<file path="src/rtl/pong_pkg.sv">
// Shared pong definitions: match state encoding, default match timing/scoring,
// and screen geometry shared with the playfield and ball datapath.
package pong_pkg;

   typedef enum logic [2:0] {
      ST_IDLE  = 3'd0,
      ST_SERVE = 3'd1,
      ST_PLAY  = 3'd2,
      ST_PAUSE = 3'd3,
      ST_OVER  = 3'd4
   } state_e;

   localparam int SERVE_FRAMES_DEF = 60;
   localparam int PAUSE_FRAMES_DEF = 90;
   localparam int WIN_SCORE_DEF    = 11;
   localparam int SCORE_W_DEF      = 4;

   localparam int SCREEN_W     = 640;
   localparam int SCREEN_H     = 480;
   localparam int BALL_SIZE    = 8;
   localparam int PADDLE_W     = 8;
   localparam int PADDLE_H     = 64;
   localparam int PADDLE_X_OFS = 16;

   function automatic int max_int(input int a, input int b);
      return (a > b) ? a : b;
   endfunction

endpackage

</file>
<file path="src/rtl/pong_frame_timer.sv">
// Frame tick from vsync rising edge, frame counter with clear, and a
// terminal-count flag that fires on the tick where the count hits limit_i.
module pong_frame_timer #(
   parameter int CNT_W = 7
) (
   input  logic             clk,
   input  logic             rst_n,
   input  logic             vsync,
   input  logic             clr_i,
   input  logic [CNT_W-1:0] limit_i,
   output logic             done_o
);

   logic             vsync_q;
   logic [CNT_W-1:0] cnt_q;
   logic             tick;

   assign tick   = vsync & ~vsync_q;
   assign done_o = tick && (cnt_q == limit_i);

   // Clear wins over tick so a tick coinciding with a state change is
   // consumed by the old state and the new state starts counting at zero.
   always_ff @(posedge clk or negedge rst_n) begin
      if (!rst_n) begin
         vsync_q <= 1'b0;
         cnt_q   <= '0;
      end else begin
         vsync_q <= vsync;
         if (clr_i)
            cnt_q <= '0;
         else if (tick)
            cnt_q <= cnt_q + 1'b1;
      end
   end

endmodule

</file>
<file path="src/rtl/pong_match_ctrl.sv">
// Pong match sequencer: serve hold, play, post-point freeze and game-over,
// with saturating per-player scores and a registered point strobe.
module pong_match_ctrl
   import pong_pkg::*;
#(
   parameter int SERVE_FRAMES = SERVE_FRAMES_DEF,
   parameter int PAUSE_FRAMES = PAUSE_FRAMES_DEF,
   parameter int WIN_SCORE    = WIN_SCORE_DEF,
   parameter int SCORE_W      = SCORE_W_DEF
) (
   input  logic               clk,
   input  logic               rst_n,
   input  logic               vsync,
   input  logic               start,
   input  logic               miss_left,
   input  logic               miss_right,
   output logic               ball_run,
   output logic               ball_center,
   output logic               serve_dir,
   output logic [SCORE_W-1:0] score1,
   output logic [SCORE_W-1:0] score2,
   output logic               point,
   output logic               game_over,
   output logic               winner,
   output logic [2:0]         state
);

   localparam int CNT_W = $clog2(max_int(SERVE_FRAMES, PAUSE_FRAMES) + 1);
   localparam logic [CNT_W-1:0]   SERVE_LIM = CNT_W'(SERVE_FRAMES - 1);
   localparam logic [CNT_W-1:0]   PAUSE_LIM = CNT_W'(PAUSE_FRAMES - 1);
   localparam logic [SCORE_W-1:0] WIN       = SCORE_W'(WIN_SCORE);

   state_e             state_q, state_d;
   logic [SCORE_W-1:0] score1_q, score2_q;
   logic               serve_dir_q, point_q, start_armed_q;
   logic               frame_done, miss_r_only, miss_l_only;

   function automatic logic [SCORE_W-1:0] sat_inc(input logic [SCORE_W-1:0] s);
      return (s >= WIN) ? WIN : s + 1'b1;
   endfunction

   pong_frame_timer #(.CNT_W(CNT_W)) u_timer (
      .clk     (clk),
      .rst_n   (rst_n),
      .vsync   (vsync),
      .clr_i   (state_d != state_q),
      .limit_i ((state_q == ST_PAUSE) ? PAUSE_LIM : SERVE_LIM),
      .done_o  (frame_done)
   );

   assign miss_r_only = miss_right & ~miss_left;
   assign miss_l_only = miss_left & ~miss_right;

   always_comb begin
      state_d = state_q;
      case (state_q)
         ST_IDLE:  if (start) state_d = ST_SERVE;
         ST_SERVE: if (frame_done) state_d = ST_PLAY;
         ST_PLAY: begin
            if (miss_left && miss_right)
               state_d = ST_PAUSE;
            else if (miss_right)
               state_d = (sat_inc(score1_q) == WIN) ? ST_OVER : ST_PAUSE;
            else if (miss_left)
               state_d = (sat_inc(score2_q) == WIN) ? ST_OVER : ST_PAUSE;
         end
         ST_PAUSE: if (frame_done) state_d = ST_SERVE;
         ST_OVER:  if (start && start_armed_q) state_d = ST_SERVE;
         default:  state_d = ST_IDLE;
      endcase
   end

   always_ff @(posedge clk or negedge rst_n) begin
      if (!rst_n) begin
         state_q       <= ST_IDLE;
         score1_q      <= '0;
         score2_q      <= '0;
         serve_dir_q   <= 1'b0;
         point_q       <= 1'b0;
         start_armed_q <= 1'b0;
      end else begin
         state_q <= state_d;
         point_q <= 1'b0;
         if (state_q == ST_PLAY && miss_r_only) begin
            score1_q    <= sat_inc(score1_q);
            serve_dir_q <= 1'b0;
            point_q     <= 1'b1;
         end else if (state_q == ST_PLAY && miss_l_only) begin
            score2_q    <= sat_inc(score2_q);
            serve_dir_q <= 1'b1;
            point_q     <= 1'b1;
         end
         if ((state_q == ST_IDLE || state_q == ST_OVER) && state_d == ST_SERVE) begin
            score1_q    <= '0;
            score2_q    <= '0;
            serve_dir_q <= 1'b0;
         end
         // A restart from OVER needs start to have been seen low since entry.
         if (state_q != ST_OVER)
            start_armed_q <= 1'b0;
         else if (!start)
            start_armed_q <= 1'b1;
      end
   end

   assign ball_run    = (state_q == ST_PLAY);
   assign ball_center = (state_q == ST_IDLE) || (state_q == ST_SERVE) || (state_q == ST_OVER);
   assign game_over   = (state_q == ST_OVER);
   assign winner      = (state_q == ST_OVER) && (score2_q == WIN);
   assign serve_dir   = serve_dir_q;
   assign score1      = score1_q;
   assign score2      = score2_q;
   assign point       = point_q;
   assign state       = state_q;

endmodule
</file>
<file path="config.mk">
export PLATFORM = sky130hd
export DESIGN_NAME = pong_match_ctrl
export DESIGN_NICKNAME = d
export VERILOG_FILES = /design/src/rtl/pong_pkg.sv /design/src/rtl/pong_frame_timer.sv /design/src/rtl/pong_match_ctrl.sv
export SDC_FILE = /design/constraint.sdc
export NUM_CORES = 1
export LEC_CHECK = 0
export BUFFER_PORTS_ARGS = -buffer_cell sky130_fd_sc_hd__clkbuf_2
export CORE_MARGIN = 2
export CORE_UTILIZATION = 44
export DETAILED_ROUTE_END_ITERATION = 7
export GPL_TIMING_DRIVEN = 0
export PLACE_DENSITY_LB_ADDON = 0.1
export RECOVER_POWER = 25
export SLEW_MARGIN = 15
export SYNTH_ARGS = -nofsm -noshare
export SYNTH_HDL_FRONTEND = slang
export SYNTH_SLANG_ARGS = --single-unit
</file>
<file path="constraint.sdc">
create_clock -name clk -period 4.4 [get_ports clk]
set_input_delay 1.32 -clock clk [delete_from_list [all_inputs] [get_ports clk]]
set_output_delay 1.32 -clock clk [all_outputs]
set_load 0.1 [all_outputs]
</file>
==> results.md, run 1 <==
* Latest clock arrival within the worst-skew pair at 0.31 ns
* Worst slack at placement at about 1.5 ns
* DR vias at between 1000 and 1500
* Synth warnings at 0
* Cts repair resizes at 0
* Distinct cells, synth at 40
* Stages on worst setup path at 6
* Synthesis-to-finish area growth at 14.1%
* Max Fclk at 0.304 GHz
* Hold-fix buffers, CTS at 0
* Post-synth EDFFs at 0
* CP bufs+invs at 3
* CTS max path bufs at 2
* Crit path arrival time at 1.96 ns
* Ports at 23
* Layout net count at 171
* Drt total wl at between 2 and 3 mm
* DRC viols at 0
* Initial Util at 0.466
* Post-DRT Antenna Nets at 0
* Die extent in y at just under 60 um
* Avg Vias per Cell at 5.71
* Port Buf Inserts at 22
* First-pass GRT wire length at between 4 and 5 mm
* Pin count of the biggest net entering global routing at 23
* Row count at 19
* CP Cell Sequence: clkbuf_1 -> nor2_1 -> nand2_1 -> inv_1 -> and3_1 -> clkbuf_2
* VDD IR-drop max at between 150 and 200 uV
* Met2 Track Usage GR at 0.282
* Syn Area/Cell at about 9.5 sq um
* CTS clk-pin slew, worst paths at roughly 0.13 ns
* CTS tree: yes
* Post-Syn Area at between 0.001 and 0.0015 sq mm
* CTS Buf Count at 3
* Post-synth net total at about 140
* CP Class: reg -> out
* Non-Filler Instances at between 150 and 200
* Hold path depth at 2
* Number of global-route vias before repair at about 1000
* Least-Margin Pin Slew at around 1.2 ns
* Pins Over Slew Limit at 0
* Die area at roughly 0.0034 sq mm
* Slowest CP cell: dfrtp_1
* Number of max-cap violations at 0
* Htree depth at 1
* Gr usage total at 0.183
* Max incr delay on CP at around 0.45 ns
* Drt first pass iters at 4
* Setup TNS at 0 ns
* Drt initial violations at 43
* Seq/Total Area, Yosys at 0.429
* Worst Path Required at between 3 and 4 ns
* Total global routing overflow at 0
* CP Launch Type: register
* Status: complete, no violations
* Synth Flop Type: dfrtp_1
* Slew margin rel. at 0.197
* Placed Cells at around 190
* Layout cells sized above 1 at 0.186
* CTS root buf: clkbuf_4
* DP HPWL at 1.99 mm
* Final instance area at roughly 0.0015 sq mm
* Setup-failing EPs final at 0
* Min Tclk post-route at approximately 3.3 ns
* Initial antenna violation count at 0
* Hold Crit Class: reg -> reg
* Async SR Flop Fraction at 1.00
* Final Hold Fails at 0
* Fin crit share at 0.746
* Area of the core at around 0.0028 sq mm
* Yosys reg bits at 22
* Final setup margin at approximately 1.1 ns
* Routed wire per std cell at around 14 um
* Placer Congestion at roughly 0.78
* RSZ-0062 raised after global routing: no
* Critical path peak fanout at 10
* Reg2Reg Depth at 6
* Crit end category: output pin
* Crit path max-delay family: buffers and inverters
* P_leak at slightly above 0.7 nW
* Post-Syn Instances at 135
* # Post-CTS Setup Buffers at 0
* Met1 usage at 0.259
* Met3 Track Usage GR at 0.0201
* Clk sink count at 22
* Most used routing layer: met2
* Ant diodes at 0
* P per Cell Area at roughly 290 mW/mm^2
* Max Clock Skew at between 0.008 and 0.009 ns
* DP Area at around 0.0014 sq mm
* Chip width at 58.0 um
[layer usage]
metal / wire [um] / part of all wire
met1: 1290 / 0.48
met2: 1200 / 0.45
met3: 137 / 0.051
met4: 46 / 0.017
met5: 0 / 0
[cells in the final DEF (no fill, tap or decap), types with 4 or more instances in the layout]
master    count
a21oi_1       7
xnor2_1       4
xor2_1        4
nor4_1        7
o21ai_0       5
dfrtp_1      22
nand2_1       4
nor2_1       17
clkbuf_1      4
nor2b_1       8
nor3_1        5
inv_1         8
clkbuf_2     19
[worst reg2reg max path, delay by kind of cell (launching register included)]
kind                     cells  cell delay [ns]
AO/OA/AOI/OAI                3             1.01
AND/OR/NAND/NOR              2             0.25
flip-flops                   1             0.46
adder cells (fa/ha/maj)      1             0.32
[path summary, 6_finish.rpt]
check                      startpoint               end  slack (ns)
min reg2reg                 serve_dir         serve_dir        0.57
max reg2reg                 score2[0]  u_timer.cnt_q[3]        2.20
max in group asynchronous       rst_n   u_timer.vsync_q        2.47
max                          state[0]            winner        1.12
min                         serve_dir         serve_dir        0.57
min in group asynchronous       rst_n          state[1]        1.22
[report_power, final]
group | switching (mW) | leakage (nW) | total [mW] | internal, mW
registers | 0.0204 | 0.297 | 0.239 | 0.218
clock network | 0.0630 | 0.0210 | 0.114 | 0.0506
logic | 0.0442 | 0.390 | 0.0707 | 0.0266
[synthesized netlist by cell type (3+ instances only)]
library cell  number  area share
o21a_1             3       0.018
a21oi_1            7       0.027
dfrtp_1           22        0.43
nor4_1             7       0.034
xor2_1             4       0.027
nor3_1             5       0.019
inv_1              8       0.023
nor2_1            17       0.050
nand2_1            4       0.012
nor2b_1            8       0.039
nand3_1            3       0.012
ha_1               3       0.029
o21ai_0            5       0.019
nand2b_1           3       0.015
xnor2_1            4       0.027
[cell families after synthesis]
family,count (synthesis),share of synthesized area
buf+inv,11,0.0361
flops,22,0.429
mux,1,0.00780
compound gates,33,0.197
xor+xnor,8,0.0546
simple gates,57,0.247
fa+ha+maj,3,0.0292
[metrics by stage]
stage               utilization  hold slack (ns)  total power [mW]
floorplan                     -            0.528             0.290
global placement          0.520            0.545             0.310
detailed placement        0.520            0.557             0.314
CTS                       0.533            0.578             0.430
global route              0.531            0.629             0.451
finish                    0.531            0.569             0.423
[registers in the layout, summed over array words and instances, names as in the netlist]
name,count
point,1
u_timer.cnt_q,7
serve_dir,1
start_armed_q,1
score1,4
state,3
score2,4
u_timer.vsync_q,1
[layout make-up]
type	count	area (sq um)
buffer	3	16.3
clock buffer	4	36.3
fill	265	1290
inverter	8	30.0
multi-input combinational	102	687
sequential	22	551
tap	31	38.8
timing repair buffer	22	106
No activity file was read; power rests on OpenSTA's default activity.
==> inputs of run 2 (changes only) <==
- clock period: 4.4 -> 2.8 ns (I/O delays scaled with it)
==> run 2 against run 1 <==
  * Non-clock buffer count stayed put
  * First-iteration DRC count is 21% lower
  * Final cell count did not move
  * Register-to-register slack got worse by 1.7 ns
  * Sequential power is 58% higher
  * Wire length grew 3.0%
  * Cell area rose by 2.6%
  * Hold slack gained 0.0039 ns
  * Clock skew about the same
  * Largest cell class unchanged
==> results.md, run 2 (synthesis results as in run 1) <==
* Max Clock Skew at 0.00879 ns (was 0.00840 ns)
* Post-DRT Antenna Nets at 0 (unchanged)
* Ports at 23 (unchanged)
* Max FFs per register at 7 (unchanged)
* Crit path max-delay family: buffers and inverters (unchanged)
* Fin crit share at 0.951
* CTS tree: yes (unchanged)
* Area occupied by multi-input gates at 696 sq um (was 687 sq um)
* Most flops, register: u_timer.cnt_q (unchanged)
* VDD IR-drop max at 462 uV (was 163 uV)
* Drt first pass iters at 4 (unchanged)
* DR vias at 1123 (was 1097)
* Min Tclk post-route at about 2.7 ns
* DRC viols at 0 (unchanged)
* CP Cell Sequence: clkbuf_8 -> nor2_1 -> nand2_1 -> clkinvlp_4 -> and3_4 -> clkbuf_4 (was clkbuf_1 -> nor2_1 -> nand2_1 -> inv_1 -> and3_1 -> clkbuf_2)
* Hold-fix buffers, CTS at 0 (unchanged)
* Drt total wl at 2.76 mm (was 2.68 mm)
* Total global routing overflow at 0 (unchanged)
* CTS root buf: clkbuf_4 (unchanged)
* Reg area at 559 sq um (was 551 sq um)
* Placer Congestion at 0.778 (was 0.783)
* Crit end category: output pin (unchanged)
* Hold Crit Class: reg -> reg (unchanged)
* Commonest non-fill, non-tap cell in the layout: dfrtp_1 (unchanged)
* Setup TNS at 0 ns (unchanged)
* CTS Buf Count at 3 (unchanged)
* Most frequent cells in the layout: dfrtp_1 (19), clkbuf_2 (18), nor2_1 (17) (was dfrtp_1 (22), clkbuf_2 (19), nor2_1 (17))
* Avg Vias per Cell at 5.85 (was 5.71)
* Status: complete, no violations (unchanged)
* Pins Over Slew Limit at 0 (unchanged)
* Clk sink count at 22 (unchanged)
* Routed wire per std cell at 14.4 um (was 14.0 um)
* Critical path peak fanout at 10 (unchanged)
* Least-Margin Pin Slew at 1.23 ns (was 1.20 ns)
* Area of the core at 0.00276 sq mm (unchanged)
* Setup-failing EPs final at 0 (unchanged)
* CP Launch Type: register (unchanged)
* Max Fclk at 0.376 GHz
* DP Area at 0.00146 sq mm (was 0.00143 sq mm)
* CP Class: reg -> out (unchanged)
* Final Hold Fails at 0 (unchanged)
* Ant diodes at 0 (unchanged)
* Die area at 0.00337 sq mm (unchanged)
* Final instance area at 0.00150 sq mm (was 0.00147 sq mm)
* P_leak at 0.702 nW (was 0.707 nW)
* Filler instances at 263 (was 265)
* Number of global-route vias before repair at 1037 (was 998)
* CP bufs+invs at 3 (unchanged)
* CTS max path bufs at 2 (unchanged)
* Number of max-cap violations at 0 (unchanged)
* DP HPWL at 2.00 mm (was 1.99 mm)
* First-pass GRT wire length at 4.61 mm (was 4.66 mm)
* Die extent in y at 58.0 um (unchanged)
* Chip width at 58.0 um (unchanged)
* Synthesis-to-finish area growth at 17.1% (was 14.1%)
* Pwr Total at 0.674 mW (was 0.423 mW)
* R2r setup slk at 0.51 ns (was 2.20 ns)
* Layout cells sized above 1 at 0.236 (was 0.186)
* Layout net count at 171 (unchanged)
* Gr usage total at 0.178 (was 0.183)
* Drt initial violations at 34 (was 43)
* Max incr delay on CP at 0.52 ns (was 0.45 ns)
* Worst Path Required at 1.96 ns (was 3.08 ns)
* Crit path arrival time at 1.82 ns (was 1.96 ns)
* Row count at 19 (unchanged)
* P per Cell Area at 449 mW/mm^2 (was 289 mW/mm^2)
* Slowest CP cell: dfrtp_4 (was dfrtp_1)
* Pin count of the biggest net entering global routing at 23 (unchanged)
* Initial antenna violation count at 0 (unchanged)
* Slew margin rel. at 0.183 (was 0.197)
* RSZ-0062 raised after global routing: no (unchanged)
* CTS clk-pin slew, worst paths at 0.13 ns (about the same)
* Latest clock arrival within the worst-skew pair at 0.31 ns (about the same)
* Initial Util at 0.466 (unchanged)
* Htree depth at 1 (unchanged)
* Port Buf Inserts at 22 (unchanged)
run 2: cell count changes in the layout (fill, tap and decap cells not counted), sizes merged:
cell	previous run	this run
clkinvlp	0	1
inv	8	7
run 2: per-stage QoR:
step / setup WS, ns / hold slack, ns / util / std cells
global placement: 0.386 / 0.543 / 0.531 / 188
detailed placement: 0.364 / 0.550 / 0.531 / 188
floorplan: 0.0248 / 0.529 / - / 135
CTS: 0.00802 / 0.507 / 0.545 / 192
global route: 0.0360 / 0.613 / 0.545 / 192
finish: 0.138 / 0.573 / 0.545 / 192
run 2: final cells by class:
| type | count | area share |
|---|---|---|
| sequential | 22 | 0.372 |
| timing repair buffer | 22 | 0.0749 |
| inverter | 8 | 0.0225 |
| tap | 31 | 0.0258 |
| clock buffer | 4 | 0.0241 |
| buffer | 3 | 0.0175 |
| multi-input combinational | 102 | 0.463 |
run 2: path summary, 6_finish.rpt:
check | start | to | cells after the start
worst max-delay path | state[0] | winner | 6
worst min-delay path | serve_dir | serve_dir | 2
worst max register to register | score2[0] | u_timer.cnt_q[1] | 6
worst min register to register | serve_dir | serve_dir | 2
max in group asynchronous | rst_n | state[1] | 1
min in group asynchronous | rst_n | start_armed_q | 1
run 2: repair_timing:
action | CTS | global route
setup buffers | 0 | 0
gates resized for setup | 1 | 2
setup endpoints to repair | 1 | 1
run 2: worst register-to-register path, stage by stage (launching register included):
cell and delay [ns]:
dfrtp_1 0.46, ha_1 0.32, nor2b_1 0.13, o311ai_1 0.47, a221oi_2 0.19, a221oi_4 0.44
nor4_1 0.13
run 2: per-layer routing:
| layer | wire (um) | track usage | up-vias |
|---|---|---|---|
| li1 | - | - | 550 |
| met1 | 1310 | 0.242 | 538 |
| met2 | 1300 | 0.292 | 30 |
| met3 | 125 | 0.0290 | 5 |
| met4 | 24 | 0.0532 | 0 |
| met5 | 0 | 0 | - |
run 2: power by group:
part,switching [mW],internal (mW)
logic,0.0740,0.0445
registers,0.0325,0.344
clock network,0.0996,0.0794
total,0.206,0.468
